<file path="config.mk">
export PLATFORM = sky130hd
export DESIGN_NAME = mul_ctrl_flat
export DESIGN_NICKNAME = d
export VERILOG_FILES = /design/src/rtl/mul_ctrl_pkg.sv /design/src/rtl/mul_ctrl_if.sv /design/src/rtl/booth_r4_step.sv /design/src/rtl/mul_ctrl.sv /design/src/flat_wrapper.sv
export SDC_FILE = /design/constraint.sdc
export NUM_CORES = 1
export LEC_CHECK = 0
export ABC_AREA = 1
export BUFFER_PORTS_ARGS = -buffer_cell sky130_fd_sc_hd__buf_4
export CAP_MARGIN = 0
export CORE_ASPECT_RATIO = 1.4
export CORE_MARGIN = 8
export CORE_UTILIZATION = 50
export DETAILED_ROUTE_END_ITERATION = 8
export PLACE_DENSITY = 0.7
export REMOVE_ABC_BUFFERS = 1
export SETUP_SLACK_MARGIN = 0.1
export SKIP_LAST_GASP = 1
export SLEW_MARGIN = 40
export SYNTH_ARGS = -nofsm -noshare
export SYNTH_HDL_FRONTEND = slang
export SYNTH_SLANG_ARGS = --single-unit
export TNS_END_PERCENT = 1
</file>
<file path="constraint.sdc">
create_clock -name clk -period 8.9 [get_ports clk]
set_input_delay 0 -clock clk [delete_from_list [all_inputs] [get_ports clk]]
set_output_delay 0 -clock clk [all_outputs]
set_load 0.01 [all_outputs]
</file>
<file path="src/rtl/mul_ctrl_pkg.sv">
// ----------------------------------------------------------------------------
// mul_ctrl_pkg
// Shared definitions for the radix-4 Booth multiplier controller:
//   - DATA_W_DEFAULT : default operand width
//   - state_t        : controller FSM states
//   - booth_t        : recoded radix-4 Booth digit
//   - booth_decode() : maps a multiplier bit triplet {b[2n+1], b[2n], b[2n-1]}
//                      onto a Booth digit
// ----------------------------------------------------------------------------
package mul_ctrl_pkg;

  localparam int DATA_W_DEFAULT = 32;

  typedef enum logic [1:0] {
    IDLE = 2'd0,
    RUN  = 2'd1,
    DONE = 2'd2
  } state_t;

  typedef enum logic [2:0] {
    BD_ZERO = 3'd0,
    BD_POS1 = 3'd1,
    BD_POS2 = 3'd2,
    BD_NEG1 = 3'd3,
    BD_NEG2 = 3'd4
  } booth_t;

  function automatic booth_t booth_decode(input logic [2:0] triplet);
    booth_t digit;
    case (triplet)
      3'b001, 3'b010: digit = BD_POS1;
      3'b011:         digit = BD_POS2;
      3'b100:         digit = BD_NEG2;
      3'b101, 3'b110: digit = BD_NEG1;
      default:        digit = BD_ZERO;  // 000 and 111
    endcase
    return digit;
  endfunction

endpackage

</file>
<file path="src/rtl/mul_ctrl_if.sv">
// ----------------------------------------------------------------------------
// mul_ctrl_if
// Request/response bundle of the multiplier controller.
//   start, flush : request a multiply / abort the running one
//   Mplr, Mcnd   : signed multiplier / multiplicand
//   busy, done   : operation running / one-cycle completion pulse
//   HI, LO       : upper / lower half of the last completed product
// Modports: master (requester side), slave (mul_ctrl side).
// ----------------------------------------------------------------------------
interface mul_ctrl_if #(
  parameter int DATA_W = 32
);

  logic              start;
  logic              flush;
  logic [DATA_W-1:0] Mplr;
  logic [DATA_W-1:0] Mcnd;
  logic              busy;
  logic              done;
  logic [DATA_W-1:0] HI;
  logic [DATA_W-1:0] LO;

  modport master (
    output start, flush, Mplr, Mcnd,
    input  busy, done, HI, LO
  );

  modport slave (
    input  start, flush, Mplr, Mcnd,
    output busy, done, HI, LO
  );

endinterface

</file>
<file path="src/rtl/booth_r4_step.sv">
// ----------------------------------------------------------------------------
// booth_r4_step
// Combinational radix-4 Booth step: recodes one multiplier triplet and adds
// the selected partial product {0, +/-M, +/-2M} to the accumulator.
//   triplet  : multiplier bits {b[2n+1], b[2n], b[2n-1]}
//   mcnd     : multiplicand, sign-extended and pre-shifted to weight 4^n
//   acc      : running sum
//   acc_next : acc + digit * mcnd
// ----------------------------------------------------------------------------
module booth_r4_step
  import mul_ctrl_pkg::*;
#(
  parameter int ACC_W = 66
) (
  input  logic [2:0]       triplet,
  input  logic [ACC_W-1:0] mcnd,
  input  logic [ACC_W-1:0] acc,
  output logic [ACC_W-1:0] acc_next
);

  always_comb begin
    // NOTE: default assigned first so every path drives acc_next (no latch).
    acc_next = acc;
    case (booth_decode(triplet))
      BD_POS1: acc_next = acc + mcnd;
      BD_POS2: acc_next = acc + (mcnd << 1);
      BD_NEG1: acc_next = acc - mcnd;
      BD_NEG2: acc_next = acc - (mcnd << 1);
      default: acc_next = acc;
    endcase
  end

endmodule

</file>
<file path="src/rtl/mul_ctrl.sv">
// ----------------------------------------------------------------------------
// mul_ctrl
// Sequential signed multiplier, one radix-4 Booth digit per RUN cycle.
//   clk   : rising-edge clock
//   reset : asynchronous, active-high reset
//   bus   : mul_ctrl_if.slave (start/flush/Mplr/Mcnd in, busy/done/HI/LO out)
// Optional feature macro: MUL_EARLY_TERM_EN -- finish as soon as the
// remaining multiplier bits are all equal (all further digits are zero).
// Without it the latency is always DATA_W/2 RUN cycles.
// ----------------------------------------------------------------------------
module mul_ctrl
  import mul_ctrl_pkg::*;
#(
  parameter int DATA_W = DATA_W_DEFAULT
) (
  input  logic       clk,
  input  logic       reset,
  mul_ctrl_if.slave  bus
);

  localparam int ACC_W = 2*DATA_W + 2;
  localparam int STEPS = DATA_W / 2;
  localparam int CNT_W = $clog2(STEPS) + 1;

  state_t             state_q, state_d;
  logic [CNT_W-1:0]   cnt_q;
  // Multiplier with the implicit bit -1 appended; shifted right two bits per
  // step so the current triplet always sits at [2:0].
  logic [DATA_W:0]    m_q, m_next;
  // Multiplicand sign-extended and shifted left two bits per step.
  logic [ACC_W-1:0]   mcnd_q;
  logic [ACC_W-1:0]   acc_q, acc_next;
  logic               accept, last_step, fin;

  assign accept    = (state_q != RUN) && bus.start;
  assign last_step = (cnt_q == CNT_W'(STEPS - 1));
  assign m_next    = {{2{m_q[DATA_W]}}, m_q[DATA_W:2]};

`ifdef MUL_EARLY_TERM_EN
  // Remaining bits uniform -> every later digit is zero; acc is already final.
  assign fin = last_step || (m_next == '0) || (m_next == '1);
`else
  assign fin = last_step;
`endif

  booth_r4_step #(.ACC_W(ACC_W)) u_step (
    .triplet  (m_q[2:0]),
    .mcnd     (mcnd_q),
    .acc      (acc_q),
    .acc_next (acc_next)
  );

  // NOTE: sequential state uses non-blocking assignments only.
  always_ff @(posedge clk or posedge reset) begin
    if (reset) state_q <= IDLE;
    else       state_q <= state_d;
  end

  // Flush only acts in RUN, where start is ignored anyway, so it always wins.
  always_comb begin
    state_d = state_q;
    case (state_q)
      IDLE:    if (bus.start) state_d = RUN;
      RUN: begin
        if (bus.flush)  state_d = IDLE;
        else if (fin)   state_d = DONE;
      end
      DONE:    state_d = bus.start ? RUN : IDLE;
      default: state_d = IDLE;
    endcase
  end

  // NOTE: operand/accumulator registers are reset too, so a fresh power-up or
  // an aborted run never leaves stale data observable.
  always_ff @(posedge clk or posedge reset) begin
    if (reset) begin
      cnt_q  <= '0;
      m_q    <= '0;
      mcnd_q <= '0;
      acc_q  <= '0;
      bus.HI <= '0;
      bus.LO <= '0;
    end else if (accept) begin
      cnt_q  <= '0;
      m_q    <= {bus.Mplr, 1'b0};
      mcnd_q <= {{(DATA_W+2){bus.Mcnd[DATA_W-1]}}, bus.Mcnd};
      acc_q  <= '0;
    end else if (state_q == RUN && !bus.flush) begin
      cnt_q  <= cnt_q + CNT_W'(1);
      m_q    <= m_next;
      mcnd_q <= mcnd_q << 2;
      acc_q  <= acc_next;
      if (fin) {bus.HI, bus.LO} <= acc_next[2*DATA_W-1:0];
    end
  end

  assign bus.busy = (state_q == RUN);
  assign bus.done = (state_q == DONE);

endmodule

</file>
<file path="src/flat_wrapper.sv">
// flat-port wrapper written by rule: the top's interface ports become plain ports
module mul_ctrl_flat import mul_ctrl_pkg::*;
#(
  parameter int DATA_W = DATA_W_DEFAULT
)
  (clk, reset, bus_start, bus_flush, bus_Mplr, bus_Mcnd, bus_busy, bus_done, bus_HI, bus_LO);
  mul_ctrl_if #(.DATA_W(DATA_W)) bus_i ();
  input  logic clk;
  input  logic reset;
  input wire logic [$bits(bus_i.start)-1:0] bus_start;
  input wire logic [$bits(bus_i.flush)-1:0] bus_flush;
  input wire logic [$bits(bus_i.Mplr)-1:0] bus_Mplr;
  input wire logic [$bits(bus_i.Mcnd)-1:0] bus_Mcnd;
  output wire logic [$bits(bus_i.busy)-1:0] bus_busy;
  output wire logic [$bits(bus_i.done)-1:0] bus_done;
  output wire logic [$bits(bus_i.HI)-1:0] bus_HI;
  output wire logic [$bits(bus_i.LO)-1:0] bus_LO;
  assign bus_i.start = bus_start;
  assign bus_i.flush = bus_flush;
  assign bus_i.Mplr = bus_Mplr;
  assign bus_i.Mcnd = bus_Mcnd;
  assign bus_busy = bus_i.busy;
  assign bus_done = bus_i.done;
  assign bus_HI = bus_i.HI;
  assign bus_LO = bus_i.LO;
  mul_ctrl #(.DATA_W(DATA_W)) u_core (.clk(clk), .reset(reset), .bus(bus_i));
endmodule
</file>
==> flow_summary_export.csv, run 1 <==
group,metric,value,unit
pwr,swShare,58.1,%
clocking,cts_buffers,26,
finish,design_area,0.0265,mm²
routing,drt_first_pass_iters,6,
clocking,cts_tree,"done",
sta,clock.fmax,208,MHz
global_routing,grt_overflow,0,
sta,tns,0,ns
routing,postRouteAntennaNets,0,
global_routing,grt_usage,37.3,%
place,gp_congestion,1.08,
worst_setup_path,end_kind,"register",
worst_setup_path,r2r_cells,23,
synth,yosysWarnings,0,
worst_setup_path,cp.arrival,5.27,ns
global_routing,grt_pass1_vias,25450,
die,start_util,50.2,%
synth,ys_seq_area_share,24.8,%
place,dp_slack,4.19,ns
sta,finClkSkew,0.0291,ns
clocking,cts_max_path_buffers,3,
worst_setup_path,startpoint_type,"register",
pwr,irDropWorstVdd,0.206,mV
place,io_buffers,133,
finish,areaGrowthSynthToFinish,13.3,%
pwr,p_switching,5150,µW
die,io_pins,134,
sta,max_slew_margin,38.2,%
pwr,internal-power,3720,µW
sta,finalHoldViolCount,0,
worst_setup_path,r2r-start,"u_core.mcnd_q[0]$_DFFE_PP0P_",
routing,wire_per_inst,21.3,µm
pwr,p_leak,0.0143,µW
clocking,cts.repair.resized,0,
synth,synth_cell_types,46,
sta,worst_pin_slew,0.917,ns
sta,setup_violations,0,
synth,ys_ff_latch,232,
clocking,cts_htree_levels,1,
global_routing,antenna_found_initial,0,
routing,drc,0,
worst_setup_path,reg2reg_to,"u_core.bus.HI[22]$_DFFE_PP0P_",
sta,post-route-period-util,54.0,%
place,placed_area,0.0249,mm²
clocking,clk_pin_slew,0.07,ns
clocking,cts_hold_buf,71,
die,coreArea,0.0466,mm²
status,status,"complete, no violations",
run,cap_violations,0,
clocking,post_cts_buffers,0,
global_routing,grt_pass1_wl,152,mm
finish,fillers,4889,
worst_setup_path,crit_fanout,5,
pwr,powerDensity,335,mW/mm²
pwr,power.share.sequential,19.1,%
sta,rsz0062_at_grt,"no",
synth,syn_inst,3986,
die,row_count,94,
worst_setup_path,reg2reg_slack,4.09,ns
pwr,combPwrFrac,68.1,%
clocking,cts.sinks,232,
routing,wl,101,mm
finish,diodes,0,
routing,drt-initial-drc-count,2298,
place,dpl.hpwl,80.6,mm
clocking,insertion_delay,0.58,ns
die,dieArea,0.0541,mm²
routing,vias,26426,
worst_setup_path,required,9.36,ns
worst_setup_path,crit_end,"u_core.bus.HI[22]$_DFFE_PP0P_",
global_routing,grt_max_degree,120,
finish,drive_gt1_share,6.44,%
synth,synth_area,0.0234,mm²
worst_setup_path,crit_type,"reg2reg",
sta,worst_slack,4.09,ns
routing,vias_per_cell,5.54,
worst_hold_path,hold_class,"in2async",
die,die_y,272,µm
pwr,power_frac_clock,12.8,%
synth,syn_area_per_cell,5.87,µm²
worst_setup_path,startpoint,"u_core.mcnd_q[0]$_DFFE_PP0P_",
die,die_w,199,µm
sta,drv_slew,0,
sta,min_period,4.81,ns
clocking,cts_root_buf,"clkbuf_16",
finish,final_core_util,56.9,%
finish,fin_nets,4325,
[per-stage QoR]
stage               instances  hold slack (ns)  power (µW)
finish                   4771            0.126        8870
global route             4771            0.164        9540
CTS                      4771            0.106        8750
detailed placement       4652            0.156        7550
global placement         4652            0.211        7520
floorplan                3879            0.117        5460
[layer usage]
layer  part of all wire, %  wire, µm  track usage, %  vias up
li1                      -         -               -    12993
met1                    37     37200            41.0    12048
met2                    48     48800            64.3     1063
met3                   5.2      5250            3.24      322
met4                    10     10300            31.2        0
met5                     0         0               0        -
[worst max-delay path: stages (launching register included)]
cell     delay, ns
dfrtp_1       0.41
inv_1         0.17
ha_1          0.23
nand2_2       0.11
nor3_2        0.27
nand4_1       0.29
nor4_2        0.45
xor2_1        0.16
nand2_1       0.08
o21ai_0       0.25
ha_1          0.51
nand2_1       0.12
nor2_1        0.17
inv_1         0.07
nor3_1        0.33
nand2_1       0.24
nor3_1        0.18
nand2_1       0.20
nand2_1       0.12
nand2_1       0.05
nand3_1       0.06
nand3_1       0.11
nand2_1       0.08
nand2_1       0.06
[layout by cell type, fill, tap and decap left out, types with 13 or more instances in the layout]
cell / instances
a21oi_1: 171
buf_4: 143
clkbuf_16: 27
dfrtp_1: 232
dlygate4sd3_1: 71
ha_1: 128
inv_1: 554
nand2_1: 1502
nand3_1: 267
nand3b_1: 20
nand4_1: 28
nor2_1: 343
nor2_4: 13
nor3_1: 29
o211ai_1: 28
o21ai_0: 308
o21bai_1: 24
o221ai_1: 52
or2_2: 18
xor2_1: 61
[logic make-up (layout without fill, tap and decap cells)]
family / Yosys count / after routing / share of synthesized area, %
AO/OA/AOI/OAI: 615 / 615 / 14.7
XOR/XNOR: 66 / 66 / 2.47
adder cells (fa/ha/maj): 130 / 130 / 7.02
buffers and inverters: 674 / 835 / 11.1
flip-flops: 232 / 232 / 24.8
AND/OR/NAND/NOR: 2269 / 2269 / 39.9
[layout make-up]
type	instances	area, µm²	area share (%)
multi-input combinational	3080	15100	56.8
sequential	232	5810	21.9
inverter	567	2140	8.08
timing repair buffer	220	1850	6.99
tap	624	781	2.95
clock buffer	37	743	2.80
clock inverter	11	124	0.467
[state kept, by name, indices dropped and copies added, names as in the netlist]
register,flops
u_core.bus.HI,32
u_core.acc_q,64
u_core.bus.LO,32
u_core.mcnd_q,64
u_core.m_q,33
u_core.state_q,2
u_core.cnt_q,5
[synth_stat cells, drive strengths merged]
cell type     n  area, µm²
nand2      1514       5720
inv         564       2120
nor2        368       1500
o21ai       321       1610
nand3       270       1370
dfrtp       232       5810
a21oi       171        856
ha          128       1600
clkbuf       76        285
xor2         61        534
o221ai       52        455
nor3         32        175
buf          31        174
nand4        29        196
o211ai       28        210
o21bai       24        180
nand3b       20        150
or2          20        125
nor4          8       56.3
o22ai         7       43.8
and3          5       31.3
xnor2         5       43.8
a21o          3       22.5
a22o          3       26.3
clkinv        3       12.5
a21boi        2       15.0
a221oi        2       17.5
and2          2       12.5
fa            2       40.0
o311ai        2       17.5
nor3b         1       7.51
[power groups by stage]
stage	logic (µW)	clock network (µW)	registers (µW)
6_report	6040	1130	1700
5_1_grt	6650	1190	1700
4_1_cts	5910	1150	1680
3_5_place_dp	5850	0	1700
3_3_place_gp	5820	0	1700
2_1_floorplan	3960	0	1490
[worst min path at each step]
stage | startpoint | end | cells after the start
floorplan | bus_Mplr[31] | u_core.m_q[32]$_DFFE_PP0P_ | 2
global placement | bus_Mplr[31] | u_core.m_q[32]$_DFFE_PP0P_ | 3
detailed placement | reset | u_core.m_q[32]$_DFFE_PP0P_ | 2
CTS | reset | u_core.m_q[32]$_DFFE_PP0P_ | 3
global route | bus_Mcnd[31] | u_core.mcnd_q[32]$_DFFE_PP0P_ | 3
finish | reset | u_core.m_q[32]$_DFFE_PP0P_ | 3
Note: power is estimated with default switching activity, not from simulation.
==> run 2: changes to the inputs <==
--- a/config.mk
+++ b/config.mk
@@ -5,14 +5,14 @@
 export SDC_FILE = /design/constraint.sdc
 export NUM_CORES = 1
 export LEC_CHECK = 0
-export ABC_AREA = 1
+export ABC_AREA = 0
 export BUFFER_PORTS_ARGS = -buffer_cell sky130_fd_sc_hd__buf_4
 export CAP_MARGIN = 0
 export CORE_ASPECT_RATIO = 1.4
 export CORE_MARGIN = 8
 export CORE_UTILIZATION = 50
 export DETAILED_ROUTE_END_ITERATION = 8
-export PLACE_DENSITY = 0.7
+export PLACE_DENSITY = 0.71
 export REMOVE_ABC_BUFFERS = 1
 export SETUP_SLACK_MARGIN = 0.1
 export SKIP_LAST_GASP = 1
==> constraint.sdc (replaced) <==
create_clock -name clk -period 4.43 [get_ports clk]
set_input_delay 0 -clock clk [delete_from_list [all_inputs] [get_ports clk]]
set_output_delay 0 -clock clk [all_outputs]
set_load 0.01 [all_outputs]
==> run 2 against run 1 <==
The flow now finishes with violations (negative setup slack); maximum frequency down 2.4%; die area down 14%; synthesized area down 15%; count of clock-buffer cells in the layout unchanged; routed wire length down 22%; global-route usage down 4.4 points; total power rose to 2.9 times the previous value; critical path type unchanged; critical endpoint is now u_core.bus.HI[13]$_DFFE_PP0P_; largest cell class unchanged; highest routed layer unchanged.
==> flow_summary_export.csv, run 2 <==
group,metric,value,unit
worst_setup_path,cp_slowest_stage_delay,0.55,ns
sta,tns,-22.57,ns
place,dp.cells,3723,
clocking,clk_pin_slew,0.06,ns
global_routing,grt_usage,32.9,%
worst_hold_path,hold_depth,3,
status,violations,"negative setup slack",
routing,drc,0,
status,status,"finished with violations",
sta,clock.fmax,203,MHz
run,cap_violations,0,
synth,yosysWarnings,0,
finish,multi_input_area,0.0147,mm²
sta,worst_slack,-0.497,ns
synth,syn_inst,2657,
place,gp_congestion,1.07,
global_routing,grt_pass1_wl,123,mm
finish,fillers,3130,
worst_setup_path,startpoint_type,"register",
sta,drv_slew,0,
global_routing,antenna_found_initial,0,
die,die_w,185,µm
synth,synth_area,0.0200,mm²
sta,rsz0062_at_grt,"yes",
routing,drt_first_pass_iters,6,
pwr,powerDensity,877,mW/mm²
synth,netlist_top_cells_count,"nand2_1 (471), nor2_1 (264), dfrtp_1 (232), o21ai_0 (215), a21oi_1 (192)",
sta,finalHoldViolCount,0,
routing,drt-initial-drc-count,1692,
clocking,cts_tree,"done",
synth,synth_edf_count,0,
clocking,cts_max_path_buffers,3,
sta,setup_violations,81,
synth,synthFlopType,"dfrtp_1",
place,dpl.hpwl,59.0,mm
finish,layout_commonest_cell,"buf_4",
die,start_util,50.8,%
pwr,p_leak,0.0136,µW
synth,synth.area.top_cells,"dfrtp_1 (29%), nand2_1 (8.8%), ha_1 (8.0%), xnor2_1 (5.9%), o21ai_0 (5.4%)",
synth,async_reset_ff_share,100,%
finish,areaGrowthSynthToFinish,44.8,%
synth,synth_top_cell_by_area,"dfrtp_1",
global_routing,grt_pass1_vias,23228,
finish,final_cell_mix,"buf_4 (751), nand2_1 (454), nor2_1 (241)",
global_routing,grt_max_degree,137,
sta,post-route-period-util,111,%
finish,largestRegisters,"u_core.acc_q x64, u_core.mcnd_q x64, u_core.m_q x33",
synth,synth_top_area_share,29.0,%
synth,synth_most_common_cell,"nand2_1",
sta,finClkSkew,0.0182,ns
die,row_count,86,
worst_setup_path,crit_top_cell,"buf_4",
finish,fin_cells,3876,
clocking,cts_htree_levels,1,
finish,diodes,0,
place,io_buffers,133,
sta,min_period,4.93,ns
clocking,cts_root_buf,"clkbuf_16",
die,io_pins,134,
die,coreArea,0.0394,mm²
clocking,cts_buffers,27,
worst_setup_path,cp_cell_sequence,"or4_4, nor4_4, buf_4, and2_4, nand3_2, nor3_4, nor2_1, xnor2_1, ha_1, buf_4, inv_1, nor3_1, buf_4, nand2_1, or2_2, or3_1, nand2_1, o21ai_0, a222oi_1, o21a_1, o21ai_0",
routing,postRouteAntennaNets,0,
worst_setup_path,crit_type,"reg2reg",
routing,wire_per_inst,20.5,µm
clocking,insertion_delay,0.59,ns
pwr,irDropWorstVdd,0.512,mV
finish,drive_gt1_share,32.0,%
worst_hold_path,hold_class,"in2reg",
global_routing,grt_overflow,0,
routing,vias,23230,
sta,max_slew_margin,37.1,%
synth,ys_seq_area_share,29.0,%
worst_setup_path,cp_slowest_cell,"or4_4",
synth,synth_cell_types,81,
worst_setup_path,r2r_cells,21,
die,die_y,253,µm
synth,syn_area_per_cell,7.53,µm²
worst_setup_path,end_kind,"register",
sta,worst_pin_slew,0.941,ns
place,dp_slack,-0.928,ns
routing,wl,79.5,mm
pwr,finalPower,25400,µW
clocking,cts.sinks,232,
synth,ys_ff_latch,232,
worst_setup_path,required,4.86,ns
routing,vias_per_cell,5.99,
worst_setup_path,crit_fanout,4,
die,dieArea,0.0468,mm²
finish,regArea,0.00581,mm²
finish,fin_nets,3525,
worst_setup_path,cp.arrival,5.35,ns
==> run 2: what timing repair did <==
action                     in CTS  in global routing
pin swaps                      49                137
buffers inserted               13                 23
gates resized for setup        96                223
hold buffers                   67                  0
setup endpoints to repair      92                 98
gates cloned                    0                  0
hold endpoints to repair      190                  0
==> run 2: logic make-up (layout without fill, tap and decap cells) <==
kind of cell             after synthesis  after routing  synth area share [%]
AO/OA/AOI/OAI                        805            805                  25.4
XOR/XNOR                             227            227                  9.98
adder cells (fa/ha/maj)              130            130                  8.21
buffers and inverters                244            935                  4.66
flip-flops                           232            232                  29.0
multiplexers                          14             14                 0.726
AND/OR/NAND/NOR                     1005           1005                  22.0
==> run 2: path summary, 6_finish.rpt <==
path	end	from	slack [ns]
setup / recovery	u_core.bus.HI[13]$_DFFE_PP0P_	u_core.mcnd_q[11]$_DFFE_PP0P_	-0.50
hold / removal	u_core.state_q[0]$_DFFE_PP0P_	bus_flush	0.04
setup reg to reg	u_core.bus.HI[13]$_DFFE_PP0P_	u_core.mcnd_q[11]$_DFFE_PP0P_	-0.50
hold reg to reg	u_core.bus.HI[11]$_DFFE_PP0P_	u_core.bus.HI[11]$_DFFE_PP0P_	0.48
max in group asynchronous	u_core.acc_q[39]$_DFFE_PP0P_	reset	3.17
min in group asynchronous	u_core.bus.LO[6]$_DFFE_PP0P_	reset	0.07
==> run 2: area by class of cell <==
cell class                 count  share of cell area (%)
clock buffer                  37                    2.64
timing repair buffer         838                    22.9
clock inverter                13                   0.678
tap                          528                    2.28
inverter                      47                   0.635
multi-input combinational   2181                    50.8
sequential                   232                    20.0
==> run 2: stage by stage <==
stage               utilization, %  hold slack (ns)  cell area [µm²]
floorplan                        -            0.105            19200
global placement              65.1            0.133            25600
detailed placement            65.2            0.151            25700
CTS                           70.6           0.0472            27800
global route                  73.5           0.0667            29000
finish                        73.5           0.0350            29000
==> run 2: routing by layer <==
| metal | GRT usage [%] | routed length (µm) |
|---|---|---|
| met2 | 56.8 | 39100 |
| met3 | 3.02 | 4370 |
| met5 | 0 | 0 |
| met4 | 22.5 | 6040 |
| met1 | 38.0 | 29900 |
==> run 2: where the power goes <==
| group | internal, µW | switching (µW) |
|---|---|---|
| clock network | 1450 | 973 |
| logic | 9280 | 10600 |
| registers | 2560 | 579 |
==> run 2: worst max-delay path, delay by kind of cell, from the launching register on <==
family / cells / cell delay (ns)
fa+ha+maj: 1 / 0.27
flops: 1 / 0.39
compound gates: 4 / 0.66
xor+xnor: 1 / 0.36
buf+inv: 4 / 0.53
simple gates: 11 / 2.55
==> run 3: changes to the inputs <==
--- a/config.mk
+++ b/config.mk
@@ -10,9 +10,9 @@
 export CAP_MARGIN = 0
 export CORE_ASPECT_RATIO = 1.4
 export CORE_MARGIN = 8
-export CORE_UTILIZATION = 50
+export CORE_UTILIZATION = 30
 export DETAILED_ROUTE_END_ITERATION = 8
-export PLACE_DENSITY = 0.71
+export PLACE_DENSITY = 0.48
 export REMOVE_ABC_BUFFERS = 1
 export SETUP_SLACK_MARGIN = 0.1
 export SKIP_LAST_GASP = 1
==> run 3 against run 2 <==
Via count down 3.9%; the run still ends with negative setup slack left; combinational power is essentially flat; critical path depth grew 1; hold slack worse by 0.014 ns; critical endpoint is now u_core.acc_q[63]$_DFFE_PP0P_; final cell count up 9.3%.
==> flow_summary_export.csv, run 3 (synthesis results as in run 2) <==
group,metric,value,unit
worst_setup_path,crit_type,"reg2reg",
global_routing,grt_pass1_vias,22836,
die,die_y,322,µm
die,coreArea,0.0663,mm²
die,die_w,234,µm
global_routing,use_met2,41.2,%
place,placed_area,0.0264,mm²
global_routing,use_met1,25.3,%
sta,finClkSkew,0.0168,ns
routing,wl,86.1,mm
sta,setup_violations,87,
worst_setup_path,crit_end,"u_core.acc_q[63]$_DFFE_PP0P_",
global_routing,grt_max_degree,157,
place,dpl.hpwl,67.8,mm
routing,wire_per_inst,20.3,µm
pwr,irDropWorstVdd,0.373,mV
global_routing,grt_overflow,0,
pwr,p_leak,0.0135,µW
worst_setup_path,r2r-start,"u_core.mcnd_q[11]$_DFFE_PP0P_",
place,gp_congestion,0.966,
sta,finalHoldViolCount,0,
sta,post-route-period-util,116,%
clocking,cts_tree,"done",
finish,fin_nets,3560,
global_routing,grt_pass1_wl,132,mm
clocking,cts_htree_levels,1,
sta,drv_slew,0,
worst_setup_path,startpoint_type,"register",
clocking,insertion_delay,0.59,ns
die,io_pins,134,
finish,areaGrowthSynthToFinish,43.8,%
die,start_util,30.2,%
finish,design_area,0.0288,mm²
pwr,powerDensity,865,mW/mm²
routing,drt-initial-drc-count,1315,
run,cap_violations,0,
place,dp_slack,-1.19,ns
clocking,cts_max_path_buffers,3,
routing,postRouteAntennaNets,0,
place,io_buffers,133,
global_routing,grt_usage,22.3,%
sta,worst_slack,-0.687,ns
sta,max_slew_margin,47.5,%
global_routing,grtUsageMet3,2.11,%
worst_setup_path,reg2reg_to,"u_core.acc_q[63]$_DFFE_PP0P_",
routing,vias,22315,
sta,clock.fmax,195,MHz
finish,largestRegisters,"u_core.acc_q x64, u_core.mcnd_q x64, u_core.m_q x33",
global_routing,antenna_found_initial,1,
status,violations,"negative setup slack",
worst_setup_path,cp.arrival,5.62,ns
finish,final_cell_mix,"buf_4 (795), nand2_1 (460), nor2_1 (255)",
worst_setup_path,r2r_cells,22,
status,status,"finished with violations",
sta,rsz0062_at_grt,"yes",
routing,drt_first_pass_iters,6,
worst_hold_path,hold_class,"in2async",
routing,vias_per_cell,5.27,
worst_setup_path,reg2reg_slack,-0.69,ns
worst_setup_path,required,4.93,ns
sta,min_period,5.12,ns
clocking,cts_root_buf,"clkbuf_16",
global_routing,busiest_layer,"met2",
clocking,cts_buffers,26,
clocking,cts.sinks,232,
die,dieArea,0.0753,mm²
worst_setup_path,crit_fanout,5,
clocking,clk_pin_slew,0.06,ns
worst_setup_path,startpoint,"u_core.mcnd_q[11]$_DFFE_PP0P_",
finish,layout_commonest_cell,"buf_4",
sta,worst_pin_slew,0.783,ns
die,row_count,112,
worst_setup_path,end_kind,"register",
finish,drive_gt1_share,29.8,%
routing,drc,0,
-- run 3: area by class of cell --
class                           instances  area [µm²]
Fill cell                            6791       37500
Sequential cell                       232        5810
Inverter                               47         189
Clock buffer                           38         776
Tap cell                              855        1070
Clock inverter                          7         100
Antenna cell                            1        2.50
Timing Repair Buffer                  874        6840
Multi-Input combinational cell       2181       14000
-- run 3: routing by layer --
layer  part of all wire [%]  up-vias
li1                       -    10876
met1                     40    10759
met2                     52      506
met3                    3.5      174
met4                    5.4        0
met5                      0        -
-- run 3: worst min-delay path by stage --
stage                     slack [ns]                            to  cells after the start
after floorplan                 0.11    u_core.m_q[32]$_DFFE_PP0P_                      2
after detailed placement        0.20    u_core.m_q[32]$_DFFE_PP0P_                      3
after global routing            0.07  u_core.bus.LO[5]$_DFFE_PP0P_                      3
final                           0.02  u_core.bus.LO[5]$_DFFE_PP0P_                      3
after CTS                       0.08    u_core.m_q[14]$_DFFE_PP0P_                      5
after global placement          0.20  u_core.bus.LO[6]$_DFFE_PP0P_                      2
-- run 3: metrics by stage --
stage	std cells	util [%]	setup TNS [ns]	hold slack [ns]	total power [µW]
finish	4235	43.4	-41.28	0.0212	24900
global route	4235	43.4	-68.66	0.0651	26700
CTS	4228	42.8	-38.99	0.0759	24500
detailed placement	4105	39.9	-56.45	0.197	21700
global placement	4104	39.9	-53.95	0.197	21500
floorplan	2460	-	-815.63	0.105	12600
-- run 3: worst max-delay path, stage by stage (launching register included) --
cell,delay (ns)
dfrtp_1,0.38
or4_4,0.56
nor4_4,0.36
buf_4,0.18
buf_6,0.10
nand2_4,0.04
or3_4,0.41
buf_6,0.14
o31ai_4,0.21
xor2_1,0.16
ha_1,0.29
buf_6,0.14
nand2_4,0.06
nor2_2,0.03
a21o_1,0.21
a221oi_4,0.35
a21oi_2,0.10
buf_4,0.15
o31a_2,0.39
a2111oi_2,0.37
o21bai_2,0.17
a221oi_2,0.06
o21ai_1,0.15
-- run 3: timing repair --
action | in CTS | in global routing
pin swaps | 34 | 46
hold buffers | 67 | 0
gates cloned | 0 | 0
hold endpoints to repair | 198 | 0
endpoints found under the setup margin | 91 | 98
resized for setup | 74 | 83
setup buffers | 11 | 7
-- run 3: report_power, final --
group,total [µW],switching [µW],internal [µW]
sequential,3080,526,2560
clock,2290,967,1320
combinational,19500,10400,9130
total,24900,11900,13000
